[src/rtl/decode_issue_ctrl_pkg.sv]
// Shared decode types for decode_issue_ctrl: immediate formats, RV opcodes and the buffered entry.
// Entries are stored at the package-wide Xlen width; the top's XLEN parameter must match it.
package decode_pkg;

    localparam int unsigned Xlen = 32;

    typedef enum logic [2:0] {
        ExtI  = 3'b000,
        ExtS  = 3'b001,
        ExtB  = 3'b010,
        ExtU  = 3'b011,
        ExtJ  = 3'b100,
        ExtR4 = 3'b101
    } ext_sel_e;

    localparam logic [6:0] OpLoad   = 7'b0000011;
    localparam logic [6:0] OpImm    = 7'b0010011;
    localparam logic [6:0] OpJalr   = 7'b1100111;
    localparam logic [6:0] OpSystem = 7'b1110011;
    localparam logic [6:0] OpStore  = 7'b0100011;
    localparam logic [6:0] OpBranch = 7'b1100011;
    localparam logic [6:0] OpLui    = 7'b0110111;
    localparam logic [6:0] OpAuipc  = 7'b0010111;
    localparam logic [6:0] OpJal    = 7'b1101111;
    localparam logic [6:0] OpMadd   = 7'b1000011;
    localparam logic [6:0] OpMsub   = 7'b1000111;
    localparam logic [6:0] OpNmsub  = 7'b1001011;
    localparam logic [6:0] OpNmadd  = 7'b1001111;
    localparam logic [6:0] OpReg    = 7'b0110011;

    typedef struct packed {
        logic [Xlen-1:0] instr;
        logic [Xlen-1:0] pc;
        ext_sel_e        ext_sel;
        logic            has_imm;
        logic            illegal;
    } entry_t;

    // Every recognised opcode has instr[1:0]=11, so compressed encodings fall into default.
    function automatic entry_t make_entry(input logic [Xlen-1:0] instr, input logic [Xlen-1:0] pc);
        entry_t e;
        e.instr   = instr;
        e.pc      = pc;
        e.ext_sel = ExtI;
        e.has_imm = 1'b0;
        e.illegal = 1'b0;
        case (instr[6:0])
            OpLoad, OpImm, OpJalr, OpSystem: e.has_imm = 1'b1;
            OpStore:                         begin e.ext_sel = ExtS; e.has_imm = 1'b1; end
            OpBranch:                        begin e.ext_sel = ExtB; e.has_imm = 1'b1; end
            OpLui, OpAuipc:                  begin e.ext_sel = ExtU; e.has_imm = 1'b1; end
            OpJal:                           begin e.ext_sel = ExtJ; e.has_imm = 1'b1; end
            OpMadd, OpMsub, OpNmsub, OpNmadd: e.ext_sel = ExtR4;
            OpReg:                           e.ext_sel = ExtI;
            default:                         e.illegal = 1'b1;
        endcase
        return e;
    endfunction

endpackage

[src/rtl/decode_issue_ctrl_if.sv]
// Fetch-side and execute-side handshake bundle for decode_issue_ctrl.
interface decode_issue_if #(
    parameter int unsigned XLEN = 32
);
    logic            in_valid;
    logic            in_ready;
    logic [XLEN-1:0] in_instr;
    logic [XLEN-1:0] in_pc;
    logic            out_valid;
    logic            out_ready;
    logic [XLEN-1:0] out_instr;
    logic [XLEN-1:0] out_pc;
    logic [XLEN-1:0] out_imm;
    logic [2:0]      out_ext_sel;
    logic            out_has_imm;
    logic            out_illegal;

    modport master (
        output in_valid, in_instr, in_pc, out_ready,
        input  in_ready, out_valid, out_instr, out_pc, out_imm, out_ext_sel, out_has_imm,
               out_illegal
    );

    modport slave (
        input  in_valid, in_instr, in_pc, out_ready,
        output in_ready, out_valid, out_instr, out_pc, out_imm, out_ext_sel, out_has_imm,
               out_illegal
    );
endinterface

[src/rtl/decode_issue_ctrl_imm_gen.sv]
// Immediate generator: sign-extended RV immediate for the selected format, zero otherwise.
module imm_gen
    import decode_pkg::*;
#(
    parameter int unsigned XLEN = 32
) (
    input  logic [XLEN-1:0] i_instr,
    input  ext_sel_e        i_ext_sel,
    output logic [XLEN-1:0] o_imm
);
    logic [31:0] w_i;
    logic        w_unused_opcode;

    assign w_i             = i_instr[31:0];
    assign w_unused_opcode = ^w_i[6:0];

    always_comb begin
        o_imm = '0;
        unique case (i_ext_sel)
            ExtI:    o_imm = XLEN'($signed(w_i[31:20]));
            ExtS:    o_imm = XLEN'($signed({w_i[31:25], w_i[11:7]}));
            ExtB:    o_imm = XLEN'($signed({w_i[31], w_i[7], w_i[30:25], w_i[11:8], 1'b0}));
            ExtU:    o_imm = XLEN'($signed({w_i[31:12], 12'b0}));
            ExtJ:    o_imm = XLEN'($signed({w_i[31], w_i[19:12], w_i[20], w_i[30:21], 1'b0}));
            default: o_imm = '0;
        endcase
    end
endmodule

[src/rtl/decode_issue_ctrl.sv]
// Two-entry (main + skid) decode/issue buffer with registered in_ready and 1-cycle latency.
// Optional perf counters (stall_cnt, illegal_cnt) are enabled by defining DECODE_ISSUE_PERF_EN.
module decode_issue_ctrl
    import decode_pkg::*;
#(
    parameter int unsigned XLEN = 32
) (
    input logic           clk,
    input logic           rst,
    input logic           flush,
    decode_issue_if.slave bus
`ifdef DECODE_ISSUE_PERF_EN
    ,
    output logic [31:0]   stall_cnt,
    output logic [31:0]   illegal_cnt
`endif
);
    typedef enum logic [1:0] {StEmpty, StOne, StFull} state_e;

    state_e          r_state, w_state_d;
    entry_t          r_main, r_skid, w_main_d, w_skid_d, w_new;
    logic            r_in_ready;
    logic            w_in_ready, w_out_valid, w_accept, w_issue;
    logic [XLEN-1:0] w_imm;

    assign w_in_ready  = r_in_ready & ~rst;
    assign w_out_valid = (r_state != StEmpty);
    assign w_accept    = bus.in_valid & w_in_ready & ~flush;
    assign w_issue     = w_out_valid & bus.out_ready;
    assign w_new       = make_entry(Xlen'(bus.in_instr), Xlen'(bus.in_pc));

    // In FULL in_ready is low, so an accept can only coincide with EMPTY or ONE.
    always_comb begin
        w_state_d = r_state;
        w_main_d  = r_main;
        w_skid_d  = r_skid;
        if (flush) begin
            w_state_d = StEmpty;
        end else begin
            unique case (r_state)
                StEmpty: begin
                    if (w_accept) begin
                        w_state_d = StOne;
                        w_main_d  = w_new;
                    end
                end
                StOne: begin
                    if (w_accept && w_issue) begin
                        w_main_d = w_new;
                    end else if (w_accept) begin
                        w_state_d = StFull;
                        w_skid_d  = w_new;
                    end else if (w_issue) begin
                        w_state_d = StEmpty;
                    end
                end
                StFull: begin
                    if (w_issue) begin
                        w_state_d = StOne;
                        w_main_d  = r_skid;
                    end
                end
                default: w_state_d = StEmpty;
            endcase
        end
    end

    always_ff @(posedge clk) begin
        if (rst) begin
            r_state    <= StEmpty;
            r_main     <= '0;
            r_skid     <= '0;
            r_in_ready <= 1'b1;
        end else begin
            r_state    <= w_state_d;
            r_main     <= w_main_d;
            r_skid     <= w_skid_d;
            r_in_ready <= (w_state_d != StFull);
        end
    end

    imm_gen #(
        .XLEN(XLEN)
    ) u_imm_gen (
        .i_instr  (r_main.instr[XLEN-1:0]),
        .i_ext_sel(r_main.ext_sel),
        .o_imm    (w_imm)
    );

    assign bus.in_ready    = w_in_ready;
    assign bus.out_valid   = w_out_valid;
    assign bus.out_instr   = r_main.instr[XLEN-1:0];
    assign bus.out_pc      = r_main.pc[XLEN-1:0];
    assign bus.out_ext_sel = r_main.ext_sel;
    assign bus.out_has_imm = r_main.has_imm;
    assign bus.out_illegal = r_main.illegal;
    assign bus.out_imm     = r_main.has_imm ? w_imm : '0;

`ifdef DECODE_ISSUE_PERF_EN
    logic [31:0] r_stall_cnt, r_illegal_cnt;

    // Stalls count even in a flush cycle; only a real (unflushed) issue counts as illegal.
    always_ff @(posedge clk) begin
        if (rst) begin
            r_stall_cnt   <= '0;
            r_illegal_cnt <= '0;
        end else begin
            if (w_out_valid && !bus.out_ready) r_stall_cnt <= r_stall_cnt + 32'd1;
            if (w_issue && !flush && r_main.illegal) r_illegal_cnt <= r_illegal_cnt + 32'd1;
        end
    end

    assign stall_cnt   = r_stall_cnt;
    assign illegal_cnt = r_illegal_cnt;
`endif
endmodule

[src/flat_wrapper.sv]
// flat-port wrapper written by rule: the top's interface ports become plain ports
module decode_issue_ctrl_flat import decode_pkg::*;
#(
    parameter int unsigned XLEN = 32
)
  (clk, rst, flush, bus_in_valid, bus_in_instr, bus_in_pc, bus_out_ready, bus_in_ready, bus_out_valid, bus_out_instr, bus_out_pc, bus_out_imm, bus_out_ext_sel, bus_out_has_imm, bus_out_illegal);
  decode_issue_if #(.XLEN(XLEN)) bus_i ();
  input logic clk;
  input logic rst;
  input logic flush;
  input wire logic [$bits(bus_i.in_valid)-1:0] bus_in_valid;
  input wire logic [$bits(bus_i.in_instr)-1:0] bus_in_instr;
  input wire logic [$bits(bus_i.in_pc)-1:0] bus_in_pc;
  input wire logic [$bits(bus_i.out_ready)-1:0] bus_out_ready;
  output wire logic [$bits(bus_i.in_ready)-1:0] bus_in_ready;
  output wire logic [$bits(bus_i.out_valid)-1:0] bus_out_valid;
  output wire logic [$bits(bus_i.out_instr)-1:0] bus_out_instr;
  output wire logic [$bits(bus_i.out_pc)-1:0] bus_out_pc;
  output wire logic [$bits(bus_i.out_imm)-1:0] bus_out_imm;
  output wire logic [$bits(bus_i.out_ext_sel)-1:0] bus_out_ext_sel;
  output wire logic [$bits(bus_i.out_has_imm)-1:0] bus_out_has_imm;
  output wire logic [$bits(bus_i.out_illegal)-1:0] bus_out_illegal;
  assign bus_i.in_valid = bus_in_valid;
  assign bus_i.in_instr = bus_in_instr;
  assign bus_i.in_pc = bus_in_pc;
  assign bus_i.out_ready = bus_out_ready;
  assign bus_in_ready = bus_i.in_ready;
  assign bus_out_valid = bus_i.out_valid;
  assign bus_out_instr = bus_i.out_instr;
  assign bus_out_pc = bus_i.out_pc;
  assign bus_out_imm = bus_i.out_imm;
  assign bus_out_ext_sel = bus_i.out_ext_sel;
  assign bus_out_has_imm = bus_i.out_has_imm;
  assign bus_out_illegal = bus_i.out_illegal;
  decode_issue_ctrl #(.XLEN(XLEN)) u_core (.clk(clk), .rst(rst), .flush(flush), .bus(bus_i));
endmodule
[config.mk]
export PLATFORM = sky130hd
export DESIGN_NAME = decode_issue_ctrl_flat
export DESIGN_NICKNAME = d
export VERILOG_FILES = /design/src/rtl/decode_issue_ctrl_pkg.sv /design/src/rtl/decode_issue_ctrl_if.sv /design/src/rtl/decode_issue_ctrl_imm_gen.sv /design/src/rtl/decode_issue_ctrl.sv /design/src/flat_wrapper.sv
export SDC_FILE = /design/constraint.sdc
export NUM_CORES = 1
export LEC_CHECK = 0
export CAP_MARGIN = 25
export CELL_PAD_IN_SITES_DETAIL_PLACEMENT = 1
export CELL_PAD_IN_SITES_GLOBAL_PLACEMENT = 1
export CORE_MARGIN = 3
export CORE_UTILIZATION = 37
export DETAILED_ROUTE_END_ITERATION = 12
export GPL_TIMING_DRIVEN = 0
export PLACE_DENSITY = 0.85
export SYNTH_ARGS = -nofsm -noshare
export SYNTH_HDL_FRONTEND = slang
export SYNTH_SLANG_ARGS = --single-unit
[constraint.sdc]
create_clock -name clk -period 4.8 [get_ports clk]
set_input_delay 0.96 -clock clk [delete_from_list [all_inputs] [get_ports clk]]
set_output_delay 0.96 -clock clk [all_outputs]
set_load 0.1 [all_outputs]
==> results.yml, run 1 <==
clock_network:
  cts_hold_buffers: 0
  clkTransAtPathRegs_ns: 0.06
  cts_resized: 0
  cts-htree-levels: 4
  clk_latency_ns: 0.42
  cts_buffers: 17
  cts_tree: "yes"
  cts_setup_buffers: 0
  cts.sinks: 141
  cts.path.max_buffers: 2
  clockRootBuffer: "clkbuf_16"
critical_path:
  startpoint_type: "register"
  path_max_fanout: 10
  path_cells: "clkbuf_1 -> nor2_1 -> nor2_1 -> nor2_1 -> clkbuf_1 -> a21o_1 -> clkdlybuf4s50_1"
  end_kind: "output pin"
  crit_top_cell: "nor2_1"
  worstSetupPathType: "register to output pin"
  max_stage_delay_ns: 1.14
  crit_family: "buffers and inverters"
  arrival_ns: 3.29
  cp.required_ns: 3.84
  slowest_stage: "clkdlybuf4s50_1"
  path_buf_inv: 3
cells_and_area:
  antenna_cells: 0
  utilization: 0.537
  num-fill-cells: 2046
  finalNetCount: 1083
  area_growth_pct: 41.4
  drive_above_1_share: 0.0594
timing:
  max_freq_ghz: 0.235
  worstMarginPinSlew_ns: 1.04
  fin_crit_sh: 0.886
  fin_crit_ns: 4.25
  finalClockSkew_ns: 0.00620
  rsz0062_at_grt: "no"
  hold_violations: 0
  hold-worst-slack_ns: 0.455
  setup_tns_ns: 0
  setup_viol: 0
  slew-limit-headroom: 0.302
  finalMaxSlewViolations: 0
power:
  p_sw_frac: 0.288
  p_leak_nw: 3.16
  p_clk_frac: 0.447
  power_switching_uw: 923
  p_comb_frac: 0.168
  ir_drop_mv: 0.259
  power_density_nw_per_um2: 359
  p_int_mw: 2.29
  seqPwrFrac: 0.384
grt:
  grt_max_degree: 17
  grt_pass1_wl_um: 37100
  first_global_vias: 7083
  antenna_found_initial: 0
  grt_overflow: 0
  grt_usage: 0.251
yosys:
  seq_area_frac_synth: 0.447
  synth-edff-count: 0
  synth_top_area_share: 0.447
  synthArstFlopShare: 0
  synth_nets: 895
  yosys-top-cells-area: "dfxtp_1 45%, nand2_1 16%, a311oi_1 9.2%"
  syn_area_um2: 6320
  synthFlopType: "dfxtp_1"
  synthTopCellsByCount: "268 x nand2_1, 141 x dfxtp_1, 74 x a21oi_1, 67 x nor3_1, 66 x a311oi_1"
  synth-warning-count: 0
  synth_cell_types: 46
  synth_area_leader_cell: "dfxtp_1"
  ys_ff_latch: 141
  syn_avg_cell_area_um2: 7.65
  yosysMostFrequentCell: "nand2_1"
  syn_inst: 826
detailed_routing:
  wirelength_um: 23600
  firstDrtPassIters: 5
  postRouteAntennaNets: 0
  vias_per_cell: 5.47
  wire_per_inst_um: 18.9
  num_vias: 6827
  drt_iter0_drc: 390
  drc: 0
die:
  rows: 47
  initial_core_util: 0.380
  coreArea_um2: 16600
  die_area_um2: 18700
  die_height_um: 137
  die_w_um: 137
  ios: 172
placement:
  hpwl_um: 16400
  numPortBuffers: 169
  gp_congestion: 0.864
status:
  outcome: "completed"
run:
  maxCapViolCount: 0
min_path:
  min-delay-path-class: "register to register"
-- through the flow --
step / total power [mW] / worst slack, ns / area, um2 / instances
after CTS: 3.22 / 0.534 / 8930 / 1247
after global routing: 3.30 / 0.315 / 8930 / 1247
final: 3.21 / 0.548 / 8930 / 1247
after global placement: 1.79 / 1.04 / 8290 / 1215
after floorplan: 1.61 / 0.453 / 6320 / 826
after detailed placement: 1.79 / 0.989 / 8290 / 1215
-- area by class of cell --
cell class,instances,area [um2],area share
clock buffers,22,484,0.0542
clock inverters,10,160,0.0179
multi-input cells,594,3110,0.348
flip-flops and latches,141,2820,0.316
inverters,6,22.5,0.00252
plain buffers,85,367,0.0410
well taps,220,275,0.0308
repair buffers,169,1690,0.189
-- kinds of logic (layout without fill, tap and decap cells) --
kind of cell | after synthesis | after routing | synth area share
AO/OA/AOI/OAI | 189 | 189 | 0.206
XOR/XNOR | 2 | 2 | 0.00277
buffers and inverters | 91 | 292 | 0.0616
flip-flops | 141 | 141 | 0.447
multiplexers | 3 | 3 | 0.00475
AND/OR/NAND/NOR | 400 | 400 | 0.278
-- tightest hold or removal path, stage by stage, from the launching register on --
cell,delay [ns]
dfxtp_1,0.31
nand2_1,0.05
a21oi_1,0.05
-- layer usage --
metal  track usage  vias up  share of wire
li1              -     3252              -
met1         0.317     3313           0.44
met2         0.430      227           0.49
met3        0.0463       35          0.057
met4        0.0890        0          0.019
met5             0        -              0
-- flip-flops by register name, indices dropped and copies added (netlist names) --
register	cells
u_core.r_skid	69
u_core.bus.out_instr	32
u_core.bus.out_pc	32
u_core.bus.out_ext_sel	3
u_core.r_state	2
u_core.bus.out_has_imm	1
u_core.bus.out_illegal	1
u_core.r_in_ready	1
-- final timing paths --
path         cells after the start                       from  slack, ns                     to
max reg2reg                      8          u_core.r_state[1]       2.52  u_core.bus.out_pc[20]
min                              2          u_core.r_skid[25]       0.45      u_core.r_skid[25]
max                              7  u_core.bus.out_ext_sel[0]       0.55        bus_out_imm[29]
min reg2reg                      2          u_core.r_skid[25]       0.45      u_core.r_skid[25]
-- cells in the final DEF, fill, tap and decap left out, drive strengths merged, types with 4 or more instances in the layout --
master and count:
dfxtp 141, clkbuf 82, inv 6, a22oi 5
a311oi 66, bufinv 4, a21o 12, nor4 5
a21oi 74, clkinv 5, and2 15, a31oi 9
buf 25, nor2b 9, o21ai 10, nor2 7
nor3 69, nand3 8, nand2 268, nand2b 5
clkdlybuf4s50 169
-- power by group through the flow --
stage	registers, mW	clock network [mW]	logic [mW]
finish	1.23	1.44	0.541
global route	1.24	1.50	0.566
CTS	1.23	1.45	0.541
detailed placement	1.26	0	0.536
global placement	1.26	0	0.530
floorplan	1.47	0	0.148
Power figures use the tool's default switching activity.
==> inputs of run 2 (changes only) <==
--- a/config.mk
+++ b/config.mk
@@ -6,7 +6,7 @@
 export NUM_CORES = 1
 export LEC_CHECK = 0
 export CAP_MARGIN = 25
-export CELL_PAD_IN_SITES_DETAIL_PLACEMENT = 1
+export CELL_PAD_IN_SITES_DETAIL_PLACEMENT = 0
 export CELL_PAD_IN_SITES_GLOBAL_PLACEMENT = 1
 export CORE_MARGIN = 3
 export CORE_UTILIZATION = 37
==> run 2 against run 1 <==
Against the previous run:
- combinational power fell by 2%
- setup slack improved by 0.032 ns
- wire length fell by 13%
- sequential power hardly changed
- fmax up 0.76%
- global-route usage down 3.4 points
- register-to-register slack better by 0.12 ns
- clock power decreased by 15%
- clock-buffer cell count shrank 4
- flip-flop and latch count stayed put
- utilization is 0.56 points lower
- largest cell class unchanged
- highest routed layer unchanged
==> results.yml, run 2 (synthesis gave the netlist of run 1 again) <==
status:
  outcome: "completed"
cells_and_area:
  drive_above_1_share: 0.0594
  antenna_cells: 0
  finalNetCount: 1083
  final_common_cell: "nand2_1"
  layout_common_cells: "268 x nand2_1, 169 x clkdlybuf4s50_1, 141 x dfxtp_1"
  design_area_um2: 8840
  largest_reg_flops: 69
  utilization: 0.531
  top_register: "u_core.r_skid"
  area_growth_pct: 40.0
grt:
  first_global_vias: 5914
  grt_usage: 0.218
  grt_max_degree: 17
  antenna_found_initial: 0
  grt_pass1_wl_um: 32200
  grt_overflow: 0
critical_path:
  cp.required_ns: 3.84
  cp-startpoint: "u_core.bus.out_ext_sel[0]"
  path_cells: "clkbuf_1 -> nor2_1 -> nor2_1 -> nor2_1 -> clkbuf_1 -> a21o_1 -> clkdlybuf4s50_1"
  crit_family: "buffers and inverters"
  end_kind: "output pin"
  path_buf_inv: 3
  startpoint_type: "register"
  r2r-start: "u_core.r_state[0]"
  path_max_fanout: 10
  worstSetupPathType: "register to output pin"
  arrival_ns: 3.26
  crit_top_cell: "nor2_1"
  max_stage_delay_ns: 1.13
  slowest_stage: "clkdlybuf4s50_1"
timing:
  finalMaxSlewViolations: 0
  rsz0062_at_grt: "no"
  hold-worst-slack_ns: 0.452
  finalClockSkew_ns: 0.00521
  hold_violations: 0
  setup_viol: 0
  fin_crit_sh: 0.879
  max_freq_ghz: 0.237
  fin_crit_ns: 4.22
  slew-limit-headroom: 0.318
  setup_tns_ns: 0
  worstMarginPinSlew_ns: 1.02
run:
  maxCapViolCount: 0
die:
  die_area_um2: 18700
  die_height_um: 137
  coreArea_um2: 16600
  die_w_um: 137
  ios: 172
  rows: 47
  initial_core_util: 0.380
min_path:
  worstHoldStart: "u_core.r_skid[2]"
  min-delay-path-class: "register to register"
clock_network:
  cts_resized: 0
  cts_setup_buffers: 0
  clk_latency_ns: 0.42
  cts.sinks: 141
  cts_buffers: 17
  cts_hold_buffers: 0
  cts-htree-levels: 4
  clkTransAtPathRegs_ns: 0.06
  clockRootBuffer: "clkbuf_16"
  cts.path.max_buffers: 2
  cts_tree: "yes"
detailed_routing:
  firstDrtPassIters: 5
  drc: 0
  wire_per_inst_um: 16.5
  num_vias: 6567
  postRouteAntennaNets: 0
  vias_per_cell: 5.27
  wirelength_um: 20500
  drt_iter0_drc: 479
placement:
  gp_congestion: 0.864
  hpwl_um: 14600
  placed_area_um2: 8290
  numPortBuffers: 169
power:
  p_leak_nw: 3.11
  ir_drop_mv: 0.236
  power_density_nw_per_um2: 338
run 2: metal layers:
layer / vias up / global-route usage / share of wire
met4: 0 / 0.0616 / 0.013
met5: - / 0 / 0
li1: 3260 / - / -
met3: 20 / 0.0412 / 0.067
met2: 226 / 0.334 / 0.45
met1: 3061 / 0.311 / 0.47
run 2: worst paths after layout:
kind                            cells after the start                     to  slack (ns)
worst max-delay path                                7        bus_out_imm[28]        0.58
worst min-delay path                                2       u_core.r_skid[2]        0.45
worst max register to register                      7  u_core.bus.out_pc[15]        2.64
worst min register to register                      2       u_core.r_skid[2]        0.45
run 2: final cells by class:
type                       count  area, um2
clock buffer                  18        429
buffer                        85        367
clock inverter                14        121
inverter                       6       22.5
tap                          220        275
timing repair buffer         169       1690
fill                        1647       7800
sequential                   141       2820
multi-input combinational    594       3110
run 2: worst register-to-register path: stages, from the launching register on:
cell and delay [ns]:
dfxtp_1 0.38, nand2b_1 0.17, buf_2 0.16, nor3_2 0.44, buf_2 0.34, buf_2 0.28
nor3_1 0.07, a311oi_1 0.24
run 2: power breakdown:
part | internal [mW] | switching (mW) | leakage, nW
logic | 0.159 | 0.373 | 1.70
registers | 1.20 | 0.0293 | 1.14
clock network | 0.711 | 0.514 | 0.266
run 2: through the flow:
step	total power, mW	instances	worst slack (ns)
2_1_floorplan	1.61	826	0.453
3_3_place_gp	1.79	1215	1.04
3_5_place_dp	1.79	1215	1.03
4_1_cts	3.01	1247	0.570
5_1_grt	3.09	1247	0.386
6_report	2.99	1247	0.580
